`src/rtl/pipearch_dma_read_arbiter_pkg.sv`:
```
// Payload types shared by the DMA read arbiter, its clients and the DMA engine.
package pipearch_dma_read_arbiter_pkg;

    localparam int unsigned ADDR_W = 32;
    localparam int unsigned LEN_W  = 16;
    localparam int unsigned DATA_W = 64;

    // Transfer request towards a DMA engine; start is a one-cycle pulse.
    typedef struct packed {
        logic              start;
        logic              async;
        logic [ADDR_W-1:0] addr;
        logic [LEN_W-1:0]  length;
    } t_dma_control;

    // Transfer progress reported back by a DMA engine.
    typedef struct packed {
        logic idle;
        logic active;
        logic done;
    } t_dma_status;

    // Read-enable from the consumer side of a read stream.
    typedef struct packed {
        logic re;
    } t_dma_tx_read;

    // Read data towards the consumer side of a read stream.
    typedef struct packed {
        logic              rvalid;
        logic [DATA_W-1:0] rdata;
        logic              ralmostfull;
    } t_dma_rx_read;

endpackage

```
`src/rtl/pipearch_dma_read_arbiter.sv`:
```
// Round-robin arbiter sharing one DMA read engine among NUM_CLIENTS read ports.
// A grant covers a whole transfer, from the issued start pulse until the engine
// reports done. Optional macro PIPEARCH_ARB_PRIO0_EN gives client 0 strict
// priority, with round-robin among the remaining clients.
module pipearch_dma_read_arbiter
    import pipearch_dma_read_arbiter_pkg::*;
#(
    parameter int unsigned NUM_CLIENTS      = 4,
    parameter int unsigned LOG2_NUM_CLIENTS = 2
) (
    input  logic                        clk,
    input  logic                        reset_n,
    input  t_dma_control                client_control [NUM_CLIENTS],
    output t_dma_status                 client_status  [NUM_CLIENTS],
    input  t_dma_tx_read                client_tx_read [NUM_CLIENTS],
    output t_dma_rx_read                client_rx_read [NUM_CLIENTS],
    output t_dma_control                dma_control,
    input  t_dma_status                 dma_status,
    output t_dma_tx_read                dma_tx_read,
    input  t_dma_rx_read                dma_rx_read,
    output logic                        grant_valid,
    output logic [LOG2_NUM_CLIENTS-1:0] grant_id
);

    typedef enum logic [1:0] {
        ST_IDLE  = 2'd0,
        ST_ISSUE = 2'd1,
        ST_BUSY  = 2'd2
    } t_state;

    t_state                      state;
    logic [NUM_CLIENTS-1:0]      pending;
    logic [NUM_CLIENTS-1:0]      done_q;
    t_dma_control                req_q [NUM_CLIENTS];
    logic [LOG2_NUM_CLIENTS-1:0] last_grant;

    logic [NUM_CLIENTS-1:0]      accept;
    logic [NUM_CLIENTS-1:0]      done_hit;
    logic                        next_found;
    logic [LOG2_NUM_CLIENTS-1:0] next_grant;
    logic [LOG2_NUM_CLIENTS-1:0] arb_idx;
    t_dma_control                issue_ctrl;

    // Engine idle/active are informational only; completion is tracked via done.
    logic unused_status;
    assign unused_status = &{1'b0, dma_status.idle, dma_status.active};

    // Per-client request capture: a start is taken only when the client has
    // nothing outstanding, or in the very cycle its current transfer completes.
    always_comb begin
        accept   = '0;
        done_hit = '0;
        for (int i = 0; i < NUM_CLIENTS; i++) begin
            done_hit[i] = (state == ST_BUSY) && dma_status.done &&
                          (grant_id == LOG2_NUM_CLIENTS'(i));
            accept[i]   = client_control[i].start && (!pending[i] || done_hit[i]);
        end
    end

    // Pending flags and latched requests; a new accept overrides completion.
    always_ff @(posedge clk or negedge reset_n) begin
        if (!reset_n) begin
            pending <= '0;
            for (int i = 0; i < NUM_CLIENTS; i++) begin
                req_q[i] <= '0;
            end
        end else begin
            for (int i = 0; i < NUM_CLIENTS; i++) begin
                if (accept[i]) begin
                    pending[i] <= 1'b1;
                    req_q[i]   <= client_control[i];
                end else if (done_hit[i]) begin
                    pending[i] <= 1'b0;
                end
            end
        end
    end

    // Next owner: first pending client after last_grant, wrapping modulo N.
    always_comb begin
        next_found = 1'b0;
        next_grant = '0;
        arb_idx    = '0;
`ifdef PIPEARCH_ARB_PRIO0_EN
        if (pending[0]) begin
            next_found = 1'b1;
            next_grant = '0;
        end
        for (int unsigned k = 1; k <= NUM_CLIENTS; k++) begin
            arb_idx = LOG2_NUM_CLIENTS'((32'(last_grant) + k) % NUM_CLIENTS);
            if (!next_found && (arb_idx != '0) && pending[arb_idx]) begin
                next_found = 1'b1;
                next_grant = arb_idx;
            end
        end
`else
        for (int unsigned k = 1; k <= NUM_CLIENTS; k++) begin
            arb_idx = LOG2_NUM_CLIENTS'((32'(last_grant) + k) % NUM_CLIENTS);
            if (!next_found && pending[arb_idx]) begin
                next_found = 1'b1;
                next_grant = arb_idx;
            end
        end
`endif
    end

    // Request presented to the engine on the issue cycle.
    always_comb begin
        issue_ctrl       = req_q[next_grant];
        issue_ctrl.start = 1'b1;
    end

    // Grant FSM: IDLE picks an owner, ISSUE pulses start, BUSY waits for done.
    always_ff @(posedge clk or negedge reset_n) begin
        if (!reset_n) begin
            state       <= ST_IDLE;
            last_grant  <= LOG2_NUM_CLIENTS'(NUM_CLIENTS - 1);
            dma_control <= '0;
            grant_valid <= 1'b0;
            grant_id    <= '0;
            done_q      <= '0;
        end else begin
            done_q <= done_hit;
            case (state)
                ST_IDLE: begin
                    if (next_found) begin
                        state       <= ST_ISSUE;
                        grant_id    <= next_grant;
                        last_grant  <= next_grant;
                        grant_valid <= 1'b1;
                        dma_control <= issue_ctrl;
                    end
                end
                ST_ISSUE: begin
                    state             <= ST_BUSY;
                    dma_control.start <= 1'b0;
                end
                ST_BUSY: begin
                    if (dma_status.done) begin
                        state       <= ST_IDLE;
                        grant_valid <= 1'b0;
                    end
                end
                default: begin
                    state       <= ST_IDLE;
                    grant_valid <= 1'b0;
                end
            endcase
        end
    end

    // Per-client status decoded from pending, ownership and the done pulse.
    always_comb begin
        for (int i = 0; i < NUM_CLIENTS; i++) begin
            client_status[i].active = grant_valid && (grant_id == LOG2_NUM_CLIENTS'(i));
            client_status[i].idle   = !pending[i] && !client_status[i].active;
            client_status[i].done   = done_q[i];
        end
    end

    // Zero-latency data routing between the owning client and the engine.
    always_comb begin
        dma_tx_read = '0;
        if (grant_valid) begin
            dma_tx_read = client_tx_read[grant_id];
        end
        for (int i = 0; i < NUM_CLIENTS; i++) begin
            client_rx_read[i].rvalid      = 1'b0;
            client_rx_read[i].rdata       = '0;
            client_rx_read[i].ralmostfull = 1'b1;
            if (grant_valid && (grant_id == LOG2_NUM_CLIENTS'(i))) begin
                client_rx_read[i] = dma_rx_read;
            end
        end
    end

endmodule

```
`config.mk`:
```
export PLATFORM = sky130hd
export DESIGN_NAME = pipearch_dma_read_arbiter
export DESIGN_NICKNAME = d
export VERILOG_FILES = /design/src/rtl/pipearch_dma_read_arbiter_pkg.sv /design/src/rtl/pipearch_dma_read_arbiter.sv
export SDC_FILE = /design/constraint.sdc
export NUM_CORES = 1
export LEC_CHECK = 0
export ABC_AREA = 1
export BUFFER_PORTS_ARGS = -buffer_cell sky130_fd_sc_hd__clkbuf_2
export CORE_AREA = 3 3 233 235
export CTS_CLUSTER_DIAMETER = 50
export DETAILED_ROUTE_END_ITERATION = 8
export DIE_AREA = 0 0 236 238
export PLACE_DENSITY = 0.57
export SYNTH_ARGS = -nofsm -noshare
export SYNTH_HDL_FRONTEND = slang
export SYNTH_SLANG_ARGS = --single-unit
```
`constraint.sdc`:
```
create_clock -name clk -period 2.9 [get_ports clk]
set_clock_uncertainty 0.2 [all_clocks]
set_input_delay 0.58 -clock clk [delete_from_list [all_inputs] [get_ports clk]]
set_output_delay 0.58 -clock clk [all_outputs]
set_load 0.01 [all_outputs]
```
Word level (Yosys, flattened, before mapping)
Index checks and enable logic that the tools add are counted.
{ "op_classes": {"n_reduce_logical": 46, "mux": 43, "n_eq_ne": 7, "n_addsub": 4, "n_mul": 0, "magnitude_cmp": 6, "bitwise": 3, "div_mod_pow": 0, "n_shift": 0} }
{ "ops": {"columns": ["operator", "n"], "rows": [
  ["$mux 66", 4],
  ["$bmux 50 s2", 1],
  ["$mux 49", 2],
  ["$mux 50", 1],
  ["$mux 1", 21],
  ["$logic_and 1x1->1", 20],
  ["$lt 2x3->1 const B", 4],
  ["$mux 2", 6],
  ["$logic_not 1->1", 11],
  ["$bmux 1 s2", 5],
  ["$reduce_bool 2->1", 5],
  ["$eq 2x2->1 const B", 3],
  ["$ge 3x3->1 const B", 2],
  ["$not 2->3", 2],
  ["$pmux 2 s3", 1],
  ["$reduce_and 2->1", 3],
  ["$add 2x1->2 const B", 2],
  ["$add 2x2->2 const B", 2],
  ["$eq 2x1->1 const B", 2],
  ["$logic_not 2->1", 2],
  ["$logic_or 1x1->1", 4],
  ["$ne 2x2->1 const B", 2],
  ["$pmux 1 s3", 1],
  ["$reduce_and 3->1", 1],
  ["2 further kinds", 2]
]} }
{ "totals": {"latchBits": 0, "mem_bits_rw": 0, "output_inout_bits": 330, "word_cells": 138, "input_bits": 275, "n_memories": 0, "regBits": 265, "rom_bits": 0} }

Longest topological paths before layout
Gate-level depths: netlist (run 1).
{ "logic_depth": {"depth_word": 19, "ltp_mapped": 18, "depth_no_buf": 15} }

Worst setup path before layout (run 1)
OpenSTA, ideal clock, no wires.
{ "synth_path": {"kind": "flip-flop to output port", "from": "reg grant_id[0]", "to": "out client_rx_read[147] (netlist bit)", "arrival_time_ns": 1.605, "setup_slack_ns": 0.515, "t_required_ns": 2.120, "stages_incl_launch_ff": 9, "n_path_buf": 2, "cell_sequence": "dfrtp_1 inv_1 nor2_1 inv_1 nor2_1 inv_1 clkbuf_1 clkbuf_1 nor2_1"} }
{ "synth_lines": {"columns": ["element", "line", "text"], "rows": [
  ["start: declaration", "pipearch_dma_read_arbiter.sv:22", "output logic [LOG2_NUM_CLIENTS-1:0] grant_id"],
  ["start signal: assignment", "pipearch_dma_read_arbiter.sv:128", "grant_id <= next_grant;"],
  ["end: declaration", "pipearch_dma_read_arbiter.sv:16", "output t_dma_rx_read client_rx_read [NUM_CLIENTS],"]
]} }

==> results of run 1 <==
registers in the layout, indices dropped and copies added (netlist names):
register / cells
state: 2
pending: 4
req_q: 196
grant_id: 2
dma_control: 50
last_grant: 2
grant_valid: 1
done_q: 4
report_power, final:
part	leakage (uW)	switching, uW	internal (uW)
combinational	0.00697	8640	4190
clock	0.000654	1830	3100
sequential	0.00291	709	5460
total	0.0105	11200	12700
timing repair:
action	in CTS	in global routing
gates cloned	0	1
endpoints found under the setup margin	150	167
hold buffers	1	0
pin swaps	0	1
gates resized for setup	6	8
hold endpoints to repair	49	0
through the flow:
stage | hold slack [ns] | instances | area [um2] | total power, uW | util
after CTS | 0.0293 | 3066 | 18300 | 24200 | 0.350
after global placement | 0.263 | 2996 | 17000 | 18800 | 0.323
after floorplan | 0.0844 | 1780 | 13100 | 14200 | -
after detailed placement | 0.266 | 2996 | 17000 | 19100 | 0.323
final | 0.0671 | 3075 | 18400 | 23900 | 0.351
after global routing | 0.0479 | 3073 | 18400 | 25900 | 0.350
logic make-up after synthesis:
| kind of cell | count (synthesis) | share of synthesized area |
|---|---|---|
| AO/OA/AOI/OAI | 209 | 0.0848 |
| buffers and inverters | 370 | 0.111 |
| AND/OR/NAND/NOR | 917 | 0.284 |
| multiplexers | 23 | 0.0198 |
| flip-flops | 261 | 0.500 |
cell type report:
cell class / count / area [um2]
Clock inverter: 19 / 231
Timing Repair Buffer: 637 / 3480
Fill cell: 5608 / 34100
Multi-Input combinational cell: 1150 / 5140
Tap cell: 688 / 861
Sequential cell: 261 / 6540
Clock buffer: 50 / 1120
Antenna cell: 8 / 20.0
Inverter: 262 / 996
per-layer routing:
| metal | vias up | GRT usage | part of all wire |
|---|---|---|---|
| met5 | - | 0 | 0.00099 |
| met2 | 585 | 0.370 | 0.50 |
| met4 | 8 | 0.0830 | 0.038 |
| met3 | 122 | 0.0515 | 0.073 |
| met1 | 6688 | 0.254 | 0.39 |
| li1 | 6601 | - | - |
final timing paths:
check | to | slack [ns] | cells past startpoint
max | client_rx_read[201] | 0.09 | 7
min | req_q[143] | 0.07 | 2
max reg2reg | grant_id[0] | 0.23 | 9
min reg2reg | dma_control[39] | 0.28 | 2
max in group asynchronous | req_q[170] | 1.34 | 3
min in group asynchronous | req_q[9] | 0.34 | 2
synthesized netlist by cell type:
cell type / n
o21ai_0: 10
nand3_1: 158
nand2_1: 296
nand2_4: 1
nor2_4: 3
a22oi_1: 1
inv_1: 258
buf_6: 3
inv_4: 1
buf_2: 17
nand3_4: 1
o211ai_1: 23
and2_1: 1
buf_4: 5
nand3_2: 1
nor2_1: 449
mux2_2: 23
a21oi_1: 174
dfrtp_1: 259
buf_1: 13
inv_2: 3
clkbuf_1: 70
or2_2: 3
dfstp_2: 2
a31oi_1: 1
nand2_2: 3
nor2_2: 1
worst register-to-register path: stages, from the launching register on:
cell and delay (ns):
dfstp_2 0.62, nand2_1 0.09, and2_1 0.18, nor2_1 0.14, nor2_1 0.09, nand3_4 0.12, nand2_4 0.13, inv_1 0.63
buf_12 0.25, o21ai_0 0.10
==> metrics.md, run 1 <==
| Metric | Value |
|---|---|
| Worst-path fanout max | `45` |
| Clk buf depth | `3` |
| Final setup violation count | `0` |
| Rows | `84` |
| Drt first-iter violations | `about 780` |
| CP max stage cell | `dfrtp_2` |
| Slew @ Worst Pin | `approximately 0.8 ns` |
| Worst EP required | `2.12 ns` |
| Crit Path Class | `flip-flop to output port` |
| CP dominant cell by count | `nor2_1` |
| Share of cells above drive strength 1 | `0.319` |
| Hold/Removal Path Class | `primary input to flip-flop` |
| Die area | `around 56,000 um2` |
| Power per cell area | `approximately 1300 nW/um2` |
| Setup WS post-layout | `roughly 0.09 ns` |
| Routed WL | `between 60,000 and 70,000 um` |
| Root Buffer | `clkbuf_16` |
| Synthesis warning total | `0` |
| Synth unique cells | `27` |
| CTS buffer count | `38` |
| Clk slew on worst S/H paths | `around 0.060 ns` |
| Largest area contributor in the netlist | `dfrtp_1` |
| Critical Path Sink Type | `output port` |
| Hold Crit Start | `client_control[143]` |
| Final-report hold violation count | `0` |
| Core Region | `roughly 52,000 um2` |
| Max-Slew Margin vs Limit | `0.465` |
| Initial antenna violation count | `19` |
| RR Startpoint | `last_grant[0]` |
| CTS sink cnt | `approximately 260` |
| Syn-to-layout area delta | `40.7%` |
| Status | `finished, final reports clean` |
| Minimum clock period | `~2.8 ns` |
| DPL Wire Length | `approximately 48,000 um` |
| Total number of vias | `roughly 14,000` |
| Max VDD drop | `a little under 0.001 V` |
| CTS tree | `built` |
| Crit path cell chain | `nor2_1 -> inv_1 -> nor2_4 -> inv_6 -> buf_12 -> nor2_1 -> clkbuf_2` |
| Gpl congestion | `0.946` |
| Startpoint Class | `flip-flop` |
| Crit share post-route | `0.969` |
| Worst setup path start | `grant_id[1]` |
| Top-level port count | `~610` |
| Total track usage | `0.213` |
| Post-CTS setup buffers | `0` |
| DR vias/cell | `between 4 and 5` |
| Antenna Nets Post-Route | `0` |
| Worst path top cell family by delay | `buffers and inverters` |
| Port-buffer cells | `602` |
| Post-synthesis cell count | `around 1,800` |
| Mapped Nets | `approximately 2,100` |
| Leading cell type in the layout, fill and taps excluded | `clkbuf_2` |
| DP Worst Slack | `roughly 0.17 ns` |
| Syn Area/Cell | `approximately 7.3 um2` |
| DRC viols | `0` |
| Chip height | `roughly 240 um` |
| Leakage power | `approximately 0.011 uW` |
| Crit path largest cell delay | `roughly 0.46 ns` |
| Layout net count | `2,625` |
| Mapped cell area | `between 10,000 and 15,000 um2` |
| H-tree depth reported by CTS | `2` |
| First-pass DRT Iterations | `7` |
| Initial cell density of the core | `0.249` |
| Routed len/inst | `20.5 um` |
| Die Wd | `~240 um` |
| Register area share after synthesis | `0.500` |
| MaxCap Viol Count | `0` |
| Leading cell types in the layout, fill and taps excluded | `601 x clkbuf_2, 446 x nor2_1, 292 x nand2_1, 258 x dfrtp_1, 252 x inv_1` |
| Vias in the first global route | `approximately 14,000` |
| Buf/Inv on CP | `4` |
| Synth top area cells | `dfrtp_1 50%, nor2_1 13%, nand2_1 8.5%, inv_1 7.4%, a21oi_1 6.7%` |
| Final Max Tran Viols | `0` |
| Largest net degree at the start of global routing | `100` |
| Top cell type's share of synthesized area | `0.496` |
| Global-route wire length before repair | `between 80,000 and 90,000 um` |
| Setup TNS | `0 ns` |
| Fmax | `about 0.36 GHz` |
| Seq cells post-synth | `approximately 260` |
| Clk_lat worst skew | `between 0.5 and 0.6 ns` |
| Overflow after GRT | `0` |
| WP data arrival | `~2 ns` |
No activity file was read; power rests on OpenSTA's default activity.
==> run 2: changes to the inputs <==
--- a/config.mk
+++ b/config.mk
@@ -12,6 +12,7 @@
 export DETAILED_ROUTE_END_ITERATION = 8
 export DIE_AREA = 0 0 236 238
 export PLACE_DENSITY = 0.57
+export REMOVE_ABC_BUFFERS = 1
 export SYNTH_ARGS = -nofsm -noshare
 export SYNTH_HDL_FRONTEND = slang
 export SYNTH_SLANG_ARGS = --single-unit
==> metrics.md, run 2 (synthesis gave the netlist of run 1 again) <==
| Metric | Value |
|---|---|
| Utilization after layout | `0.349 (was 0.351)` |
| Largest net degree at the start of global routing | `74 (was 100)` |
| Hold/Removal Path Class | `primary input to flip-flop (unchanged)` |
| DRC viols | `0 (unchanged)` |
| Routed WL | `57,100 um (was 62,900 um)` |
| Antenna Nets Post-Route | `0 (unchanged)` |
| Initial antenna violation count | `0 (was 19)` |
| Startpoint Class | `flip-flop (unchanged)` |
| Max-Slew Margin vs Limit | `0.653 (was 0.465)` |
| Crit share post-route | `0.966 (was 0.969)` |
| Final setup violation count | `0 (unchanged)` |
| Global-route wire length before repair | `83,900 um (was 89,200 um)` |
| Root Buffer | `clkbuf_16 (unchanged)` |
| Leading cell types in the layout, fill and taps excluded | `601 x clkbuf_2, 444 x nor2_1, 291 x nand2_1, 257 x dfrtp_1, 253 x inv_1 (was 601 x clkbuf_2, 446 x nor2_1, 292 x nand2_1, 258 x dfrtp_1, 252 x inv_1)` |
| Port-buffer cells | `602 (unchanged)` |
| Overflow after GRT | `0 (unchanged)` |
| First-pass DRT Iterations | `5 (was 7)` |
| Leading cell type in the layout, fill and taps excluded | `clkbuf_2 (unchanged)` |
| Biggest registers after layout | `req_q (196), dma_control (50) (unchanged)` |
| CTS sink cnt | `261 (unchanged)` |
| Max VDD drop | `0.000767 V (was 0.000980 V)` |
| Buf/Inv on CP | `4 (unchanged)` |
| CP max stage cell | `dfrtp_2 (unchanged)` |
| Initial cell density of the core | `0.249 (unchanged)` |
| Total track usage | `0.194 (was 0.213)` |
| Setup TNS | `0 ns (unchanged)` |
| Rows | `84 (unchanged)` |
| Worst EP required | `2.12 ns (about the same)` |
| Placed cells | `3,003 (was 2,996)` |
| Worst Hold Slack | `0.0861 ns (was 0.0671 ns)` |
| CP dominant cell by count | `nor2_1 (unchanged)` |
| Syn-to-layout area delta | `39.9% (was 40.7%)` |
| Drt first-iter violations | `785 (was 784)` |
| Chip height | `238 um (unchanged)` |
| Share of cells above drive strength 1 | `0.321 (was 0.319)` |
| Gpl congestion | `0.951 (was 0.946)` |
| Die area | `56,200 um2 (unchanged)` |
| Clk slew on worst S/H paths | `0.06 ns (about the same)` |
| Clk buf depth | `3 (unchanged)` |
| MaxCap Viol Count | `0 (unchanged)` |
| Vias in the first global route | `13,600 (was 13,700)` |
| WP data arrival | `2.02 ns (was 2.03 ns)` |
| Crit Path Class | `flip-flop to output port (unchanged)` |
| Worst-path fanout max | `65 (was 45)` |
| Crit path largest cell delay | `0.48 ns (was 0.46 ns)` |
| DR vias/cell | `4.56 (was 4.55)` |
| Final Max Tran Viols | `0 (unchanged)` |
| DPL Wire Length | `42,400 um (was 48,300 um)` |
| Fmax | `0.357 GHz (was 0.356 GHz)` |
| Routed len/inst | `18.6 um (was 20.5 um)` |
| Largest register FFs | `196 (unchanged)` |
| Crit path cell chain | `nor2_2 -> inv_1 -> nor2_1 -> inv_2 -> buf_8 -> nor2_1 -> clkbuf_2 (was nor2_1 -> inv_1 -> nor2_4 -> inv_6 -> buf_12 -> nor2_1 -> clkbuf_2)` |
| Critical Path Sink Type | `output port (unchanged)` |
| Worst path top cell family by delay | `buffers and inverters (unchanged)` |
| Leakage power | `0.0105 uW (about the same)` |
| Status | `finished, final reports clean (unchanged)` |
| Antenna cell count | `0 (was 8)` |
| Slew @ Worst Pin | `0.521 ns (was 0.802 ns)` |
| Final Instance Count excl. Fillers | `3,072 (was 3,075)` |
| Clk_lat worst skew | `0.52 ns (was 0.54 ns)` |
| H-tree depth reported by CTS | `2 (unchanged)` |
| CTS tree | `built (unchanged)` |
| Die Wd | `236 um (unchanged)` |
| Largest register by flop count | `req_q (unchanged)` |
| Top-level port count | `605 (unchanged)` |
| CTS buffer count | `36 (was 38)` |
| Total number of vias | `14,000 (about the same)` |
| Core Region | `52,400 um2 (unchanged)` |
| Layout net count | `2,635 (was 2,625)` |
| Final-report hold violation count | `0 (unchanged)` |
| Power per cell area | `1290 nW/um2 (was 1300 nW/um2)` |
| Minimum clock period | `2.80 ns (was 2.81 ns)` |
[run 2: what timing repair did]
action                                  4_1_cts  5_1_grt
endpoints found under the setup margin      130      282
hold buffers                                  1        0
endpoints found under the hold margin        51        0
resized for setup                             3       19
cloned                                        0        1
setup buffers                                 0        5
pin swaps                                     0        2
[run 2: worst paths after layout]
path	from	to	slack [ns]	cells after the start
worst min register to register	dma_control[45]	dma_control[45]	0.28	2
worst max-delay path	grant_id[1]	client_rx_read[254]	0.1	7
worst min-delay path	client_control[130]	req_q[130]	0.09	2
max in group asynchronous	reset_n	last_grant[1]	1.33	3
worst max register to register	last_grant[0]	dma_control[14]	0.25	11
min in group asynchronous	reset_n	req_q[188]	0.40	2
[run 2: stage by stage]
stage | area (um2) | setup WS [ns] | power, uW
6_report | 18300 | 0.0979 | 23600
3_5_place_dp | 17000 | 0.0701 | 19100
5_1_grt | 18300 | -0.000213 | 25600
2_1_floorplan | 12600 | -1.02 | 13400
3_3_place_gp | 17000 | 0.146 | 18800
4_1_cts | 18100 | 0.0242 | 23500
[run 2: worst register-to-register path: stages, from the launching register on]
cell	delay (ns)
dfstp_2	0.63
nand2_1	0.10
nand2_1	0.12
nand2_1	0.09
nand2_2	0.11
nor2_4	0.06
nand3_1	0.11
nand3_2	0.34
nor2_2	0.19
buf_4	0.36
o211ai_1	0.17
nand3_1	0.10
[run 2: final cells by class]
class	instances	area [um2]
fillers	5607	34200
repair buffers	650	3620
clock inverters	14	103
well taps	688	861
flip-flops and latches	261	6540
inverters	262	991
multi-input cells	1149	5140
clock buffers	48	1030
[run 2: power by group]
part           internal, uW  leakage, uW  switching [uW]
Clock                  2510     0.000559            1690
Sequential             5460      0.00291             731
Combinational          4540      0.00704            8680
[run 2: routing by layer]
metal,vias up,global-route usage,part of all wire
li1,6604,-,-
met1,6716,0.248,0.42
met2,601,0.325,0.48
met3,77,0.0536,0.086
met4,0,0.0454,0.022
met5,-,0,0
